File: config.mk
export PLATFORM = sky130hd
export DESIGN_NAME = br_mem_if
export DESIGN_NICKNAME = d
export VERILOG_FILES = /design/src/rtl/br_mem_if.sv
export SDC_FILE = /design/constraint.sdc
export NUM_CORES = 1
export LEC_CHECK = 0
export CAP_MARGIN = 25
export CORE_MARGIN = 2
export CORE_UTILIZATION = 43
export DETAILED_ROUTE_END_ITERATION = 10
export GPL_TIMING_DRIVEN = 0
export HOLD_SLACK_MARGIN = 0.15
export MAX_ROUTING_LAYER = met4
export PLACE_DENSITY = 0.86
export SYNTH_ARGS = -nofsm -noshare
export SYNTH_HDL_FRONTEND = slang
export SYNTH_SLANG_ARGS = --single-unit
export TNS_END_PERCENT = 30
File: constraint.sdc
create_clock -name clk -period 4.4 [get_ports clk]
set_clock_uncertainty 0.05 [all_clocks]
set_input_delay 1.32 -clock clk [delete_from_list [all_inputs] [get_ports clk]]
set_output_delay 1.32 -clock clk [all_outputs]
set_load 0.05 [all_outputs]
File: src/rtl/br_mem_if.sv
// br_mem_if: buffer-register / memory bus interface feeding the ALU BR_in.
// Fetches an operand from data memory into BR, or writes the accumulator
// back to memory, over a four-phase mem_req/mem_ack handshake. Only one
// transfer is outstanding at a time, and all outputs are registered.
// Optional feature macro: BR_TIMEOUT_EN. When it is defined, a wait counter
// aborts a request that gets no ack within TIMEOUT_CYC cycles and raises a
// sticky err flag.
module br_mem_if #(
  parameter int DATA_W      = 16,
  parameter int ADDR_W      = 8,
  parameter int TIMEOUT_CYC = 15
) (
  input  logic              clk,
  input  logic              rst_n,
  input  logic              rd_start,
  input  logic              wr_start,
  input  logic [ADDR_W-1:0] addr_in,
  input  logic [DATA_W-1:0] acc_in,
  output logic              mem_req,
  output logic              mem_we,
  output logic [ADDR_W-1:0] mem_addr,
  output logic [DATA_W-1:0] mem_wdata,
  input  logic [DATA_W-1:0] mem_rdata,
  input  logic              mem_ack,
  output logic [DATA_W-1:0] BR_out,
  output logic              busy,
  output logic              done,
  output logic              err
);

  typedef enum logic [1:0] {
    ST_IDLE    = 2'd0,
    ST_REQ     = 2'd1,
    ST_ACK_LOW = 2'd2
  } state_e;

  state_e              state_q;
  logic                mem_req_q;
  logic                mem_we_q;
  logic [ADDR_W-1:0]   mem_addr_q;
  logic [DATA_W-1:0]   mem_wdata_q;
  logic [DATA_W-1:0]   br_q;
  logic                busy_q;
  logic                done_q;

`ifdef BR_TIMEOUT_EN
  // Counter value on the edge where the TIMEOUT_CYC-th unacknowledged
  // request cycle ends.
  localparam logic [7:0] TO_LIM = 8'(TIMEOUT_CYC - 1);
  logic [7:0]          wait_cnt_q;
  logic                err_q;
`endif

  // Handshake FSM: the state and every registered output are updated together.
  always_ff @(posedge clk or negedge rst_n) begin
    if (!rst_n) begin
      state_q     <= ST_IDLE;
      mem_req_q   <= 1'b0;
      mem_we_q    <= 1'b0;
      mem_addr_q  <= '0;
      mem_wdata_q <= '0;
      br_q        <= '0;
      busy_q      <= 1'b0;
      done_q      <= 1'b0;
`ifdef BR_TIMEOUT_EN
      wait_cnt_q  <= 8'd0;
      err_q       <= 1'b0;
`endif
    end else begin
      done_q <= 1'b0;
      case (state_q)
        ST_IDLE: begin
          // A read beats a write that arrives on the same cycle; the write is
          // dropped. mem_ack seen here is ignored.
          if (rd_start) begin
            mem_addr_q <= addr_in;
            mem_we_q   <= 1'b0;
            busy_q     <= 1'b1;
            state_q    <= ST_REQ;
`ifdef BR_TIMEOUT_EN
            wait_cnt_q <= 8'd0;
            err_q      <= 1'b0;
`endif
          end else if (wr_start) begin
            mem_addr_q  <= addr_in;
            mem_wdata_q <= acc_in;
            mem_we_q    <= 1'b1;
            busy_q      <= 1'b1;
            state_q     <= ST_REQ;
`ifdef BR_TIMEOUT_EN
            wait_cnt_q  <= 8'd0;
            err_q       <= 1'b0;
`endif
          end else begin
            state_q <= ST_IDLE;
          end
        end

        ST_REQ: begin
          // The first REQ cycle only raises mem_req. An ack is honoured only
          // once the request is actually visible on the bus.
          if (!mem_req_q) begin
            mem_req_q <= 1'b1;
          end else if (mem_ack) begin
            if (!mem_we_q) begin
              br_q <= mem_rdata;
            end else begin
              br_q <= br_q;
            end
            mem_req_q <= 1'b0;
            done_q    <= 1'b1;
            state_q   <= ST_ACK_LOW;
`ifdef BR_TIMEOUT_EN
          end else if (wait_cnt_q == TO_LIM) begin
            // Abandon the request. The ack phase is skipped and BR is left as is.
            mem_req_q <= 1'b0;
            err_q     <= 1'b1;
            done_q    <= 1'b1;
            busy_q    <= 1'b0;
            state_q   <= ST_IDLE;
          end else begin
            wait_cnt_q <= wait_cnt_q + 8'd1;
          end
`else
          end else begin
            mem_req_q <= 1'b1;
          end
`endif
        end

        ST_ACK_LOW: begin
          // Four-phase return-to-zero: wait for memory to release mem_ack.
          if (!mem_ack) begin
            busy_q  <= 1'b0;
            state_q <= ST_IDLE;
          end else begin
            state_q <= ST_ACK_LOW;
          end
        end

        default: begin
          state_q   <= ST_IDLE;
          mem_req_q <= 1'b0;
          busy_q    <= 1'b0;
        end
      endcase
    end
  end

  assign mem_req   = mem_req_q;
  assign mem_we    = mem_we_q;
  assign mem_addr  = mem_addr_q;
  assign mem_wdata = mem_wdata_q;
  assign BR_out    = br_q;
  assign busy      = busy_q;
  assign done      = done_q;
`ifdef BR_TIMEOUT_EN
  assign err       = err_q;
`else
  assign err       = 1'b0;
`endif

endmodule

# --- After elaboration in Yosys (flattened, before gate mapping) ---
# Index checks and enable logic that the tools add are counted.
totals:
  register_bits: 46
  inputBits: 45
  output_inout_bits: 45
op_classes:
  eq_ne: 6
  n_mux: 19
  bitwise_logic: 3
  n_reduce_logical: 8
ops:
  columns: ["op", "n"]
  rows:
  - ["2-to-1 mux 8 bit", 2]
  - ["2-to-1 mux 1 bit", 11]
  - ["2-to-1 mux 2 bit", 3]
  - ["!= test 2 bit (second input constant)", 3]
  - ["case mux 2 bit (3 select lines)", 1]
  - ["AND reduction 3 bit", 2]
  - ["AND reduction 2 bit", 2]
  - ["AND reduction 4 bit", 1]
  - ["!= test 3 bit (second input constant)", 1]
  - ["inverter 1 bit", 3]
  - ["case mux 1 bit (3 select lines)", 1]
  - ["== test 2 x 1 -> 1 bit (second input constant)", 1]
  - ["== test 2 bit (second input constant)", 1]
  - ["logical NOT 2 bit", 1]
  - ["case mux 1 bit (2 select lines)", 1]
  - ["nonzero test 2 bit", 1]
  - ["OR reduction 2 bit", 1]

# --- Depth between registers and ports, before layout ---
# Gate-level depths: netlist (run 1).
logic_depth:
  word_depth: 3
  depth_mapped: 5

# --- Least setup slack after synthesis (run 1) ---
# Ideal clock, no wire load.
synth_path:
  path_kind: "in2reg"
  startpoint: "input port mem_ack"
  endpoint: "register br_q[0], in the netlist BR_out[0]"
  setup_ns: 0.125
  t_arrival_ns: 2.348
  required_ns: 4.225
  setup_slack_ns: 1.877
  path_stages: 4
  path_buffers: 1
  path_cell_list: "nand2_1 -> nor4b_4 -> buf_6 -> mux2_2"
synth_between:
  elab_chain_len: 1
synth_lines:
  columns: ["element", "line_no", "text"]
  rows:
  - ["from (decl)", "24", "input logic mem_ack,"]
  - ["AND reduction 4 bit (no source line)", null, null]
  - ["to (signal assigned)", "106", "br_q <= mem_rdata;"]
  - ["to (signal assigned)", "108", "br_q <= br_q;"]
  - ["to (decl)", "42", "logic [DATA_W-1:0] br_q;"]
# No other way between the ends.
# A chain may end at the register's enable or synchronous reset.

# --- Final worst setup path (run 1) ---
layout_path:
  startpoint: "register mem_we_q, in the netlist mem_we"
  endpoint: "output port mem_we"
layout_rtl:
  columns: ["element", "line_no", "text"]
  rows:
  - ["from (decl)", "39", "logic mem_we_q;"]
  - ["from (signal assigned)", "59", "mem_we_q <= 1'b0;"]
  - ["from (signal assigned)", "77", "mem_we_q <= 1'b0;"]
  - ["from (signal assigned)", "87", "mem_we_q <= 1'b1;"]
  - ["to (decl)", "20", "output logic mem_we,"]
# No word-level cell between the ends.

==> flow_summary.yaml, run 1 <==
global_routing:
  first_global_vias: 1417
  grt_overflow: 0
  antenna_found_initial: 0
  grt_pass1_wl_mm: 6.42
  grt_use_total_pct: 19.7
  grt_max_degree: 29
pwr:
  leakage_uw: 0.00120
  power.density_nw_per_um2: 919
  ir_drop_v: 0.000543
route:
  drtIter0Drc: 25
  highest_layer: "met4"
  drtAntennaViolNets: 0
  wl_met3_um: 392
  first_pass_iters: 2
  vias_per_cell: 4.82
  drc: 0
  route.met2.wl_mm: 2.19
  totalWireLength_mm: 4.15
  vias: 1244
  wl_per_cell_um: 16.1
  m1WireLength_mm: 1.51
finish:
  fillCellCount: 261
  drive_gt1_share_pct: 27.9
  design_area_um2: 2860
  n_antenna_cell: 0
  layout.nets: 252
  synthToLayoutAreaGrowth_pct: 59.3
synth:
  ys_warn_count: 0
  ys_seq_area_share_pct: 64.1
  ys_seq_elements: 46
  synth_area_um2: 1800
  syn_nets: 156
  syn_avg_cell_area_um2: 16.2
  yosys.area.top_type: "dfrtp_1"
  ys_top_cells_by_area: "dfrtp_1 (64%), mux2_2 (26%), nor4b_4 (2.6%)"
  syn_inst: 111
  synth_top_area_share_pct: 64.1
  synth_cell_types: 16
timing:
  setup_ws_ps: 1460
  hold_ws_ps: 435
  period_minus_slack_ps: 2940
  fmax_mhz: 340
  setup_violations: 0
  relSlewSlack_pct: 59.7
  tns_ps: 0
  tightest_slew_ps: 602
  grt_setup_unrepaired: "false"
  hold_violations: 0
  slew_violations: 0
  fin_crit_sh_pct: 66.8
worst_setup_path:
  worst-setup-path-type: "reg -> out"
  r2r-start: "state_q[0]"
  cp_slowest_cell: "clkdlybuf4s50_1"
  crit_family: "buffers and inverters"
  crit_required_ps: 3030
  crit_path_end_kind: "output port"
  critPathMaxFanout: 3
  critical_path_buf_inv_count: 1
  rr_endpoint: "mem_wdata[7]"
  cp_data_arrival_time_ps: 1570
  crit_chain: "clkdlybuf4s50_1"
  worst_setup_path_start_kind: "flop"
  reg2reg_setup_slack_ps: 2570
  critical_path.startpoint: "mem_we"
  reg2regPathDepth: 4
  slowest_delay_ps: 850
clock_tree:
  cts_hold_buffers: 0
  tritoncts: "built"
  clock_latency_ps: 290
  htreeDepth: 2
  cts_buffers: 5
  cts_setup_buffers: 0
  clockRootBuffer: "clkbuf_8"
  clock_sinks: 46
  clock_path_buffers: 2
  cts_resized: 0
  clkTransAtPathRegs_ps: 80
floorplanning:
  die_area_um2: 4710
  boundaryPins: 90
  core_um2: 4000
  rows: 23
  die_h_um: 68.6
  start_util_pct: 44.9
  chipWidth_um: 68.6
placement:
  place_area_um2: 2750
  pre_cts_slack_ps: 1210
  numPortBuffers: 88
  hpwlAfterDp_mm: 3.24
  gp_congestion: 0.742
worst_hold_path:
  worstHoldPathType: "reg -> reg"
  holdPathStages: 1
  min_to: "busy"
  min_from: "busy"
run:
  maxCapViolations: 0
run_status:
  status: "finished, final reports clean"
-- kinds of logic (layout without fill, tap and decap cells) --
kind of cell	Yosys count	after routing	synth area share (%)
and+or+nand+nor	9	9	4.53
DFF	46	46	64.1
muxes	41	41	25.7
other	1	1	0.209
AOI/OAI and AO/OA	6	6	2.16
buffers and inverters	8	105	3.28
-- flip-flops by register name (all words and copies together) (netlist names) --
name       cells
mem_req        1
mem_we         1
busy           1
state_q        2
done           1
mem_wdata     16
mem_addr       8
BR_out        16
-- Yosys cell counts (all sizes together) --
cell and n:
o21ai 3, inv 2, nor3b 1, dfrtp 46
conb 1, a21o 2, nor4b 2, mux2 41
nand2 3, buf 6, nor2 2, nand3b 1
o21a 1
-- metrics by stage --
stage	utilization (%)	total power, uW	cells
finish	71.5	2630	258
global route	71.5	2740	258
CTS	71.5	2650	258
detailed placement	68.8	2340	250
global placement	68.5	2290	249
floorplan	-	1790	111
-- how the worst max path moves through the flow --
stage,end,slack (ps),cells after the start
3_3_place_gp,BR_out[13],860,1
2_1_floorplan,BR_out[0],1880,4
5_1_grt,mem_we,1390,1
3_5_place_dp,mem_wdata[7],1210,4
6_report,mem_we,1460,1
4_1_cts,mem_we,1440,1
-- layout by cell type (no fill, tap or decap) --
cell,instances
conb_1,1
clkbuf_8,5
buf_6,3
inv_1,2
o21a_1,1
dfrtp_1,46
mux2_2,41
nand3b_1,1
bufinv_16,1
a21o_1,1
nor4b_4,2
nor3b_1,1
clkbuf_1,2
nand2_1,3
a21o_2,1
buf_4,1
buf_12,1
o21ai_0,3
clkdlybuf4s50_1,87
buf_2,3
nor2_1,2
-- power by group --
group	internal, uW	switching, uW	total [uW]
Sequential	635	115	750
Clock	170	133	303
Combinational	599	976	1580
Total	1400	1220	2630
-- metal layers --
metal  up-vias  global-route usage (%)
met2        51                    34.1
li1        573                       -
met4         0                    6.25
met1       613                    20.1
met5         -                       -
met3         7                    8.60
-- cell type report --
| type | count | area, um2 | share of cell area (%) |
|---|---|---|---|
| inverter | 2 | 7.51 | 0.262 |
| timing repair buffer | 89 | 896 | 31.3 |
| clock buffer | 7 | 76.3 | 2.67 |
| sequential | 46 | 1150 | 40.2 |
| buffer | 6 | 51.3 | 1.79 |
| multi-input combinational | 57 | 586 | 20.5 |
| clock inverter | 1 | 30.0 | 1.05 |
| tap | 50 | 62.6 | 2.19 |
Note: power is estimated with default switching activity, not from simulation.
==> inputs of run 2 (changes only) <==
--- a/config.mk
+++ b/config.mk
@@ -7,12 +7,12 @@
 export LEC_CHECK = 0
 export CAP_MARGIN = 25
 export CORE_MARGIN = 2
-export CORE_UTILIZATION = 43
+export CORE_UTILIZATION = 39
 export DETAILED_ROUTE_END_ITERATION = 10
 export GPL_TIMING_DRIVEN = 0
 export HOLD_SLACK_MARGIN = 0.15
 export MAX_ROUTING_LAYER = met4
-export PLACE_DENSITY = 0.86
+export PLACE_DENSITY = 0.79
 export SYNTH_ARGS = -nofsm -noshare
 export SYNTH_HDL_FRONTEND = slang
 export SYNTH_SLANG_ARGS = --single-unit
==> constraint.sdc (replaced) <==
create_clock -name clk -period 2.95 [get_ports clk]
set_clock_uncertainty 0.05 [all_clocks]
set_input_delay 0.885 -clock clk [delete_from_list [all_inputs] [get_ports clk]]
set_output_delay 0.885 -clock clk [all_outputs]
set_load 0.05 [all_outputs]
==> flow_summary.yaml, run 2 (synthesis gave the netlist of run 1 again) <==
route:
  vias: 1210
  totalWireLength_mm: 3.81
  drtAntennaViolNets: 0
  first_pass_iters: 4
  drtIter0Drc: 17
  drc: 0
  vias_per_cell: 4.65
  wl_per_cell_um: 14.7
worst_setup_path:
  crit_path_end_kind: "output port"
  crit_family: "buffers and inverters"
  cp_data_arrival_time_ps: 1550
  critical_path_buf_inv_count: 1
  cp_slowest_cell: "clkdlybuf4s50_1"
  cp.depth: 1
  reg2regPathDepth: 4
  slowest_delay_ps: 840
  crit_chain: "clkdlybuf4s50_1"
  critPathMaxFanout: 3
  worst-setup-path-type: "reg -> out"
  r2r-start: "state_q[1]"
  crit_end: "mem_we"
  critical_path.startpoint: "mem_we"
  reg2reg_setup_slack_ps: 1150
  worst_setup_path_start_kind: "flop"
  rr_endpoint: "mem_wdata[6]"
  crit_required_ps: 2020
clock_tree:
  clkTransAtPathRegs_ps: 80
  cts_buffers: 5
  clock_sinks: 46
  cts_setup_buffers: 0
  cts_resized: 0
  clock_path_buffers: 2
  clockRootBuffer: "clkbuf_8"
  htreeDepth: 2
  cts_hold_buffers: 0
  clock_latency_ps: 290
  tritoncts: "built"
global_routing:
  grt_use_total_pct: 16.4
  antenna_found_initial: 0
  grt_max_degree: 28
  first_global_vias: 1279
  grt_pass1_wl_mm: 6.24
  grt_overflow: 0
floorplanning:
  boundaryPins: 90
  die_h_um: 71.9
  rows: 24
  core_um2: 4380
  chipWidth_um: 71.9
  start_util_pct: 41.0
  die_area_um2: 5160
finish:
  fillCellCount: 300
  synthToLayoutAreaGrowth_pct: 59.4
  final_common_cell: "clkdlybuf4s50_1"
  final_core_util_pct: 65.3
  n_antenna_cell: 0
  drive_gt1_share_pct: 27.9
  mostFrequentLayoutCells: "clkdlybuf4s50_1 (87), dfrtp_1 (46), mux2_2 (41)"
  layout.nets: 252
run:
  maxCapViolations: 0
timing:
  fmax_mhz: 403
  setup_violations: 0
  period_minus_slack_ps: 2480
  setup_ws_ps: 469
  slew_violations: 0
  grt_setup_unrepaired: "false"
  tightest_slew_ps: 578
  relSlewSlack_pct: 61.3
  hold_ws_ps: 429
  fin_crit_sh_pct: 84.1
  hold_violations: 0
placement:
  numPortBuffers: 88
  pre_cts_slack_ps: 190
  gp_congestion: 0.744
worst_hold_path:
  worstHoldPathType: "reg -> reg"
  holdPathStages: 1
run_status:
  status: "finished, final reports clean"
pwr:
  power.density_nw_per_um2: 1360
  leakage_uw: 0.00120
  ir_drop_v: 0.000784
## run 2: area by class of cell
type / count / area, um2 / share of cell area (%)
buffer: 6 / 51.3 / 1.79
tap: 52 / 65.1 / 2.27
clock inverter: 1 / 30.0 / 1.05
inverter: 2 / 7.51 / 0.262
clock buffer: 7 / 76.3 / 2.67
timing repair buffer: 89 / 896 / 31.3
multi-input combinational: 57 / 586 / 20.5
sequential: 46 / 1150 / 40.2
## run 2: layer usage
layer  wire (um)  global-route usage [%]  up-vias
li1            -                       -      574
met1        1550                    19.7      567
met2        1820                    25.6       65
met3         401                    6.47        4
met4          40                    5.03        0
met5           0                       -        -
## run 2: report_power, final
part	internal (uW)	total [uW]	switching (uW)
combinational	894	2330	1440
clock	253	442	189
sequential	946	1110	159
total	2090	3880	1790
## run 2: how the worst min path moves through the flow
stage | start | endpoint | slack, ps
2_1_floorplan | state_q[1] | done | 480
5_1_grt | BR_out[11] | BR_out[11] | 470
3_5_place_dp | busy | busy | 420
4_1_cts | busy | busy | 440
3_3_place_gp | busy | busy | 420
6_report | busy | busy | 430
## run 2: metrics by stage
stage | setup TNS [ps] | cells | area [um2] | total power [uW]
global placement | -6300 | 251 | 2740 | 3400
detailed placement | 0 | 252 | 2760 | 3470
finish | 0 | 260 | 2860 | 3880
floorplan | 0 | 111 | 1800 | 2670
CTS | 0 | 260 | 2860 | 3930
global route | 0 | 260 | 2860 | 4070
==> inputs of run 3 (changes only) <==
--- a/config.mk
+++ b/config.mk
@@ -7,12 +7,12 @@
 export LEC_CHECK = 0
 export CAP_MARGIN = 25
 export CORE_MARGIN = 2
-export CORE_UTILIZATION = 39
+export CORE_UTILIZATION = 36
 export DETAILED_ROUTE_END_ITERATION = 10
 export GPL_TIMING_DRIVEN = 0
 export HOLD_SLACK_MARGIN = 0.15
 export MAX_ROUTING_LAYER = met4
-export PLACE_DENSITY = 0.79
+export PLACE_DENSITY = 0.77
 export SYNTH_ARGS = -nofsm -noshare
 export SYNTH_HDL_FRONTEND = slang
 export SYNTH_SLANG_ARGS = --single-unit
==> constraint.sdc (replaced) <==
create_clock -name clk -period 2.19 [get_ports clk]
set_clock_uncertainty 0.05 [all_clocks]
set_input_delay 0.657 -clock clk [delete_from_list [all_inputs] [get_ports clk]]
set_output_delay 0.657 -clock clk [all_outputs]
set_load 0.05 [all_outputs]
==> flow_summary.yaml, run 3 (synthesis gave the netlist of run 1 again) <==
worst_setup_path:
  rr_endpoint: "mem_wdata[6]"
  cp_data_arrival_time_ps: 1430
  reg2reg_setup_slack_ps: 590
  critical_path_buf_inv_count: 1
  crit_family: "buffers and inverters"
  worst_setup_path_start_kind: "flop"
  cp_slowest_cell: "clkdlybuf4s50_1"
  worst-setup-path-type: "reg -> out"
  slowest_delay_ps: 800
  r2r-start: "state_q[1]"
  reg2regPathDepth: 5
  crit_chain: "clkdlybuf4s50_1"
  crit_path_end_kind: "output port"
  critPathMaxFanout: 2
  crit_required_ps: 1480
  cp.depth: 1
placement:
  pre_cts_slack_ps: -339
  hpwlAfterDp_mm: 2.68
  gp_congestion: 0.775
  place_area_um2: 2780
  numPortBuffers: 88
timing:
  fin_crit_sh_pct: 97.7
  grt_setup_unrepaired: "false"
  hold_violations: 0
  slew_violations: 0
  tightest_slew_ps: 533
  setup_violations: 0
  period_minus_slack_ps: 2140
  fmax_mhz: 467
  hold_ws_ps: 170
  setup_ws_ps: 50.8
  relSlewSlack_pct: 64.4
route:
  wl_per_cell_um: 13.3
  drtIter0Drc: 33
  totalWireLength_mm: 3.73
  drtAntennaViolNets: 0
  drc: 0
  vias: 1257
  vias_per_cell: 4.47
  first_pass_iters: 4
floorplanning:
  rows: 25
  boundaryPins: 90
  die_area_um2: 5570
  chipWidth_um: 74.6
  die_h_um: 74.6
  start_util_pct: 37.8
  core_um2: 4750
run_status:
  status: "finished, final reports clean"
clock_tree:
  htreeDepth: 2
  clock_sinks: 46
  clock_path_buffers: 2
  clkTransAtPathRegs_ps: 90
  cts_buffers: 5
  clockRootBuffer: "clkbuf_8"
  clock_latency_ps: 290
  tritoncts: "built"
  cts_hold_buffers: 0
finish:
  final_common_cell: "clkdlybuf4s50_1"
  synthToLayoutAreaGrowth_pct: 66.0
  mostFrequentLayoutCells: "clkdlybuf4s50_1 (49), dfrtp_1 (46), mux2_2 (41)"
  drive_gt1_share_pct: 30.4
  n_antenna_cell: 0
  layout.nets: 258
  design_area_um2: 2980
  final_core_util_pct: 62.7
worst_hold_path:
  worstHoldPathType: "in -> async"
pwr:
  ir_drop_v: 0.000802
  leakage_uw: 0.00154
  power_uw: 5070
  power.density_nw_per_um2: 1700
global_routing:
  grt_use_total_pct: 13.8
  grt_pass1_wl_mm: 5.51
  first_global_vias: 1190
  grt_overflow: 0
  antenna_found_initial: 0
  grt_max_degree: 37
run:
  maxCapViolations: 0
-- run 3: changes by cell type in the layout (fill, tap and decap cells not counted) --
cell | before | now
clkdlybuf4s50_1 | 87 | 49
dlymetal6s2s_1 | 0 | 31
dlygate4sd2_1 | 0 | 7
buf_4 | 1 | 7
bufinv_16 | 1 | 0
clkbuf_1 | 2 | 1
clkbuf_8 | 5 | 6
clkinv_2 | 0 | 1
-- run 3: worst max path at each step --
stage	start	endpoint	slack, ps
2_1_floorplan	mem_req	BR_out[0]	240
3_3_place_gp	rst_n	BR_out[3]	-920
3_5_place_dp	mem_ack	BR_out[12]	-340
4_1_cts	mem_wdata[12]	mem_wdata[12]	3
5_1_grt	BR_out[10]	BR_out[10]	0.4
6_report	BR_out[10]	BR_out[10]	50
-- run 3: per-layer routing --
layer	vias to the layer above	wire, um	global-route usage (%)	share of wire, %
met1	602	1600	16.8	43
met3	5	375	6.56	10
li1	592	-	-	-
met4	0	46	4.76	1.2
met5	-	0	-	0
met2	58	1710	20.4	46
-- run 3: power by group --
part	internal [uW]	total, uW	switching, uW
Clock	255	520	265
Sequential	1270	1460	189
Combinational	1150	3090	1940
Total	2680	5070	2390
-- run 3: area by class of cell --
type,count,area [um2]
Sequential cell,46,1150
Multi-Input combinational cell,57,586
Fill cell,392,1770
Inverter,2,7.51
Buffer,6,51.3
Tap cell,67,83.8
Clock inverter,1,5.00
Clock buffer,7,86.3
Timing Repair Buffer,95,1010
-- run 3: repair_timing --
item                       in CTS  in global routing
setup endpoints to repair      19                 40
pin swaps                       2                  1
resized for setup               7                 31
setup buffers                   1                  5
-- run 3: stage by stage --
stage	setup TNS [ps]	std cells
after floorplan	0	111
after global placement	-50240	266
after detailed placement	-8120	267
after CTS	0	276
after global routing	0	281
final	0	281
